$ cat src/rtl/mem_bus_arbiter.sv
// Two-requester round-robin arbiter in front of a line-based memory bus.
// Grant in IDLE, one CMD cycle, then a write burst + response wait or a read burst with gaps.
module mem_bus_arbiter #(
    parameter int ADDR_SIZE = 15,
    parameter int BUS_SIZE  = 16,
    parameter int BEATS     = 8
) (
    input  logic                 clk,
    input  logic                 reset,
    input  logic [1:0]           req0_command,
    input  logic [1:0]           req1_command,
    input  logic [ADDR_SIZE-1:0] req0_address,
    input  logic [ADDR_SIZE-1:0] req1_address,
    input  logic [BUS_SIZE-1:0]  req0_wdata,
    input  logic [BUS_SIZE-1:0]  req1_wdata,
    output logic                 req0_wnext,
    output logic                 req1_wnext,
    output logic                 req0_rvalid,
    output logic                 req1_rvalid,
    output logic [BUS_SIZE-1:0]  rdata,
    output logic                 req0_done,
    output logic                 req1_done,
    output logic [1:0]           mem_command,
    output logic [ADDR_SIZE-1:0] mem_address,
    output logic [BUS_SIZE-1:0]  mem_wdata,
    output logic                 mem_wvalid,
    input  logic [BUS_SIZE-1:0]  mem_rdata,
    input  logic                 mem_rvalid,
    input  logic                 mem_response
);
    localparam int CW = (BEATS > 1) ? $clog2(BEATS) : 1;
    localparam logic [CW-1:0] LAST_BEAT = CW'(BEATS - 1);
    localparam logic [1:0] CMD_READ  = 2'd2;
    localparam logic [1:0] CMD_WRITE = 2'd3;

    typedef enum logic [2:0] {IDLE, CMD, WBURST, WRESP, RBURST} state_t;

    state_t                state_q, state_d;
    logic [CW-1:0]         cnt_q, cnt_d;
    logic                  gnt_q, gnt_d;
    logic                  last_q, last_d;
    logic [1:0]            cmd_q, cmd_d;
    logic [ADDR_SIZE-1:0]  addr_q, addr_d;

    logic pend0, pend1, wbeat, rbeat, done;

    assign pend0 = (req0_command == CMD_READ) || (req0_command == CMD_WRITE);
    assign pend1 = (req1_command == CMD_READ) || (req1_command == CMD_WRITE);

    always_comb begin
        state_d = state_q;
        cnt_d   = cnt_q;
        gnt_d   = gnt_q;
        last_d  = last_q;
        cmd_d   = cmd_q;
        addr_d  = addr_q;
        case (state_q)
            IDLE: if (pend0 || pend1) begin
                // On a tie the requester that did not win last time goes first
                gnt_d   = (pend0 && pend1) ? ~last_q : pend1;
                last_d  = gnt_d;
                cmd_d   = gnt_d ? req1_command : req0_command;
                addr_d  = gnt_d ? req1_address : req0_address;
                cnt_d   = '0;
                state_d = CMD;
            end
            CMD: begin
                if (cmd_q == CMD_WRITE) begin
                    state_d = (LAST_BEAT == '0) ? WRESP : WBURST;
                    cnt_d   = (LAST_BEAT == '0) ? '0 : CW'(1);
                end else begin
                    state_d = RBURST;
                    cnt_d   = '0;
                end
            end
            WBURST: begin
                if (cnt_q == LAST_BEAT) begin
                    state_d = WRESP;
                    cnt_d   = '0;
                end else begin
                    cnt_d = cnt_q + 1'b1;
                end
            end
            WRESP: if (mem_response) state_d = IDLE;
            RBURST: if (mem_rvalid) begin
                if (cnt_q == LAST_BEAT) begin
                    state_d = IDLE;
                    cnt_d   = '0;
                end else begin
                    cnt_d = cnt_q + 1'b1;
                end
            end
            default: state_d = IDLE;
        endcase
    end

    always_ff @(posedge clk) begin
        if (!reset) begin
            state_q <= IDLE;
            cnt_q   <= '0;
            gnt_q   <= 1'b0;
            last_q  <= 1'b1;
            cmd_q   <= '0;
            addr_q  <= '0;
        end else begin
            state_q <= state_d;
            cnt_q   <= cnt_d;
            gnt_q   <= gnt_d;
            last_q  <= last_d;
            cmd_q   <= cmd_d;
            addr_q  <= addr_d;
        end
    end

    // Read data and write data are passed straight through so beats keep their cycle
    assign wbeat = ((state_q == CMD) && (cmd_q == CMD_WRITE)) || (state_q == WBURST);
    assign rbeat = (state_q == RBURST) && mem_rvalid;
    assign done  = ((state_q == WRESP) && mem_response) || (rbeat && (cnt_q == LAST_BEAT));

    always_comb begin
        mem_command = (state_q == CMD) ? cmd_q : 2'd0;
        mem_address = (state_q == CMD) ? addr_q : '0;
        mem_wvalid  = wbeat;
        mem_wdata   = wbeat ? (gnt_q ? req1_wdata : req0_wdata) : '0;
        rdata       = rbeat ? mem_rdata : '0;
        req0_wnext  = wbeat && !gnt_q;
        req1_wnext  = wbeat &&  gnt_q;
        req0_rvalid = rbeat && !gnt_q;
        req1_rvalid = rbeat &&  gnt_q;
        req0_done   = done  && !gnt_q;
        req1_done   = done  &&  gnt_q;
    end
endmodule

$ cat config.mk
export PLATFORM = sky130hd
export DESIGN_NAME = mem_bus_arbiter
export DESIGN_NICKNAME = d
export VERILOG_FILES = /design/src/rtl/mem_bus_arbiter.sv
export SDC_FILE = /design/constraint.sdc
export NUM_CORES = 1
export LEC_CHECK = 0
export ABC_AREA = 1
export CORE_MARGIN = 1
export CORE_UTILIZATION = 33
export CTS_CLUSTER_SIZE = 8
export DETAILED_ROUTE_END_ITERATION = 12
export GPL_TIMING_DRIVEN = 0
export PLACE_DENSITY = 0.8
export SETUP_SLACK_MARGIN = 0.3
export SLEW_MARGIN = 30
export SYNTH_ARGS = -nofsm -noshare
export SYNTH_HDL_FRONTEND = slang
export SYNTH_SLANG_ARGS = --single-unit
$ cat constraint.sdc
create_clock -name clk -period 1.8 [get_ports clk]
set_clock_uncertainty 0.05 [all_clocks]
set_input_delay 0.27 -clock clk [delete_from_list [all_inputs] [get_ports clk]]
set_output_delay 0.27 -clock clk [all_outputs]
set_load 0.01 [all_outputs]
==> key figures <==
Timing
  • Final Cycle Share: 108%
  • PnR worst setup slack: -0.140 ns
  • Post-route minimum period: a little under 2 ns
  • Finish-stage setup viols: 37
  • Relative slew slack: a little under two thirds
  • Slew @ Worst Pin: between 0.5 and 0.6 ns
  • RSZ-0062 raised after global routing: yes
  • Fmax: ~500 MHz
  • Slew Limit Fails: 0
  • Hold Fails Final Rpt: 0
  • WHS: approximately 0.46 ns

Die
  • Die Wd: 75.7 um
  • DIE AREA: approximately 0.0057 mm2
  • Ports: approximately 140
  • Row cnt: 26
  • CORE AREA: a little over 0.005 mm2
  • Die Span Y: around 76 um
  • Initial Util: 34.7%

Clock network
  • Cts bufs inserted: 3
  • Clk root buf: clkbuf_8
  • Clk_lat worst skew: roughly 0.28 ns
  • CTS sink cnt: 25
  • CTS clk-pin slew, worst paths: about 0.09 ns
  • Clock Path Buffers: 2
  • # hold bufs at CTS: 0
  • H-tree depth: 1
  • CTS tree: yes

Logic synthesis
  • Synth Cell Area: about 0.0018 mm2
  • Syn avg cell area: approximately 6 um2
  • Synth Net Count: ~390
  • Seq/Total Area, Yosys: between 20 and 30%
  • Syn. warnings: 0
  • Synth area leaders: dfxtp_1 (28%), nand2_1 (16%), nor2_1 (10%), inv_1 (9.4%), a21oi_1 (7.5%)
  • Cells after synthesis: between 200 and 300
  • #FFs+latches synth: 25
  • Yosys top cell area share: 27.9%
  • Post-synth cell types: 27
  • Dominant cell type by area after synthesis: dfxtp_1

Status
  • Status: finished with violations
  • Violated checks: negative setup slack

Global routing
  • Initial antenna violation count: 0
  • Overflow after GRT: 0
  • First-pass GRT wire length: a little over 10 mm
  • Tot GR Track Use: roughly a quarter
  • Largest net degree at the start of global routing: 14
  • Vias in the first global route: 2293

Worst setup path
  • Startpoint types: register
  • Crit Reg-Reg Startpoint: state_q[0]
  • Required time of the critical path: between 1 and 1.5 ns
  • Reg-to-Reg End: cnt_q[0]
  • Buf+Inv Stages, Crit Path: 5
  • Delay-heaviest family, CP: buffers and inverters
  • FF-to-FF path depth: 10
  • R2r setup slk: approximately 0.090 ns
  • Worst Path Max Fanout: 5
  • Slowest cell on crit path: dfxtp_2
  • Critical path type: register to primary output
  • Critical Path, Cell by Cell: buf_6, nor2_4, nand3_2, nand2_4, nand2_4, inv_6, buf_12, buf_16, nand2_2, nand2_2, buf_6
  • CP endpoint kind: primary output
  • Signal arrival time at the worst endpoint: between 1.5 and 2 ns
  • Slowest stage delay, CP: around 0.33 ns

Placement
  • Placer Congestion: 0.844
  • I/O Buffers: between 100 and 150
  • DPL Wire Length: 4.76 mm
  • Dpl ws: -0.454 ns

Min path
  • WHS Path Cells: 2
  • Hold_sp: cmd_q[1]
  • Min-delay worst type: register to register
  • Hold Path Sink: cmd_q[1]

Finish
  • Fill cells: 295
  • Area grow syn2layout: 142%
  • Final #Nets: between 500 and 600
  • Number of diodes: 0
  • Layout cells sized above 1: 49.5%

Route
  • # DRC: 0
  • DRT Pass-1 Iters: 4
  • Vias per cell: between 4 and 5
  • Routed vias: around 2800
  • Final wirelength: 9.24 mm
  • Initial drt markers: 111
  • Final antenna-violating net count: 0
  • WL/cell: around 17 um

Pwr
  • Power per cell area: around 1300 mW/mm2
  • Leakage dissipation: around 2 nW
  • Max IR drop VDD: 0.904 mV

Flow run
  • Maxcap violations: 0
==> cell type report <==
cell class	instances	area (um2)	area share, %
flip-flops and latches	25	509	11.7
repair buffers	183	1820	41.9
plain buffers	12	130	3.00
multi-input cells	213	1530	35.2
well taps	70	87.6	2.02
repair inverters	2	16.3	0.375
clock buffers	4	45.0	1.04
inverters	50	205	4.73
==> worst max-delay path by stage <==
stage / start / to / slack (ns) / cells past startpoint
6_report: state_q[2] / mem_wdata[14] / -0.14 / 11
5_1_grt: state_q[2] / mem_wdata[10] / -0.21 / 11
4_1_cts: state_q[2] / mem_wdata[14] / -0.08 / 11
3_5_place_dp: mem_rvalid / req1_done / -0.45 / 6
3_3_place_gp: mem_rvalid / req1_done / -0.44 / 6
2_1_floorplan: state_q[2] / mem_wdata[10] / 0.30 / 9
==> placed cells by master, fill, tap and decap left out, types with 2 or more instances in the layout <==
cell / Yosys / routed
clkbuf_8: 0 / 3
buf_12: 0 / 4
nand3_1: 7 / 4
a21oi_4: 0 / 4
dfxtp_1: 25 / 20
nand3_4: 0 / 3
dfxtp_2: 0 / 4
nand2_8: 0 / 2
o21ai_1: 11 / 10
buf_8: 1 / 5
nand3_2: 2 / 2
buf_4: 2 / 13
a21oi_1: 27 / 14
o21ai_0: 9 / 4
clkbuf_1: 2 / 3
inv_6: 0 / 2
buf_6: 3 / 58
a21oi_2: 7 / 16
o21ai_2: 0 / 6
buf_2: 4 / 26
nand2_1: 77 / 46
nor2_2: 4 / 15
nor2_4: 1 / 25
ha_1: 2 / 2
nor2_1: 48 / 14
clkdlybuf4s50_1: 0 / 85
inv_2: 2 / 2
nand2_2: 12 / 31
inv_1: 45 / 44
nand2_4: 1 / 11
==> per-layer routing <==
| metal | up-vias | track usage, % | share of wire (%) |
|---|---|---|---|
| li1 | 1297 | - | - |
| met2 | 155 | 41.4 | 52 |
| met1 | 1274 | 27.2 | 36 |
| met4 | 0 | 10.1 | 4.0 |
| met3 | 36 | 5.29 | 8.8 |
| met5 | - | 0 | 0 |
==> worst min-delay path: stages (launching register included) <==
cell	delay [ns]
dfxtp_1	0.32
inv_1	0.09
a21oi_2	0.06
==> cell families (layout without fill, tap and decap cells) <==
logic type / count (synthesis) / after routing / synth area share [%]
AO/OA/AOI/OAI: 55 / 55 / 17.0
adder cells (fa/ha/maj): 2 / 2 / 1.39
buffers and inverters: 62 / 251 / 15.9
flip-flops: 25 / 25 / 27.9
AND/OR/NAND/NOR: 155 / 156 / 37.8
==> metrics by stage <==
| stage | total power [mW] | utilization (%) | instances | setup TNS, ns | cell area [um2] |
|---|---|---|---|---|---|
| after floorplan | 2.37 | - | 299 | 0 | 1830 |
| after global placement | 3.23 | 64.3 | 510 | -12.10 | 3330 |
| after detailed placement | 3.28 | 64.3 | 510 | -12.46 | 3330 |
| after CTS | 4.08 | 68.7 | 537 | -0.672 | 3550 |
| after global routing | 6.15 | 83.8 | 559 | -5.37 | 4340 |
| final | 5.81 | 83.8 | 559 | -3.04 | 4340 |
==> synthesized netlist by cell type <==
| cell type | number |
|---|---|
| a21oi_1 | 27 |
| nand2_1 | 77 |
| nor2_4 | 1 |
| nand4_1 | 1 |
| a21oi_2 | 7 |
| buf_6 | 3 |
| nor2_1 | 48 |
| inv_4 | 2 |
| o21ai_1 | 11 |
| nand3_2 | 2 |
| nor3_1 | 1 |
| clkinv_2 | 1 |
| o21ai_0 | 9 |
| inv_1 | 45 |
| ha_1 | 2 |
| nor2_8 | 1 |
| inv_2 | 2 |
| buf_4 | 2 |
| nand2_4 | 1 |
| o32ai_1 | 1 |
| nand3_1 | 7 |
| buf_2 | 4 |
| nand2_2 | 12 |
| buf_8 | 1 |
| dfxtp_1 | 25 |
| clkbuf_1 | 2 |
| nor2_2 | 4 |
==> power by group <==
part           switching (mW)  total (mW)  internal [mW]
combinational            2.25        4.50           2.25
clock                   0.193       0.352          0.159
sequential              0.174       0.960          0.786
total                    2.62        5.81           3.19
==> sequential cells by signal, indices dropped and copies added (netlist names) <==
name     count
state_q      3
addr_q      15
cmd_q        2
last_q       1
cnt_q        3
gnt_q        1
==> repair_timing <==
item                       CTS  global route
pin swaps                   23            35
gates resized for setup    293           147
setup buffers               18            18
setup endpoints to repair   59            81
cloned                       5             4
(Power assumes the default switching activity.)
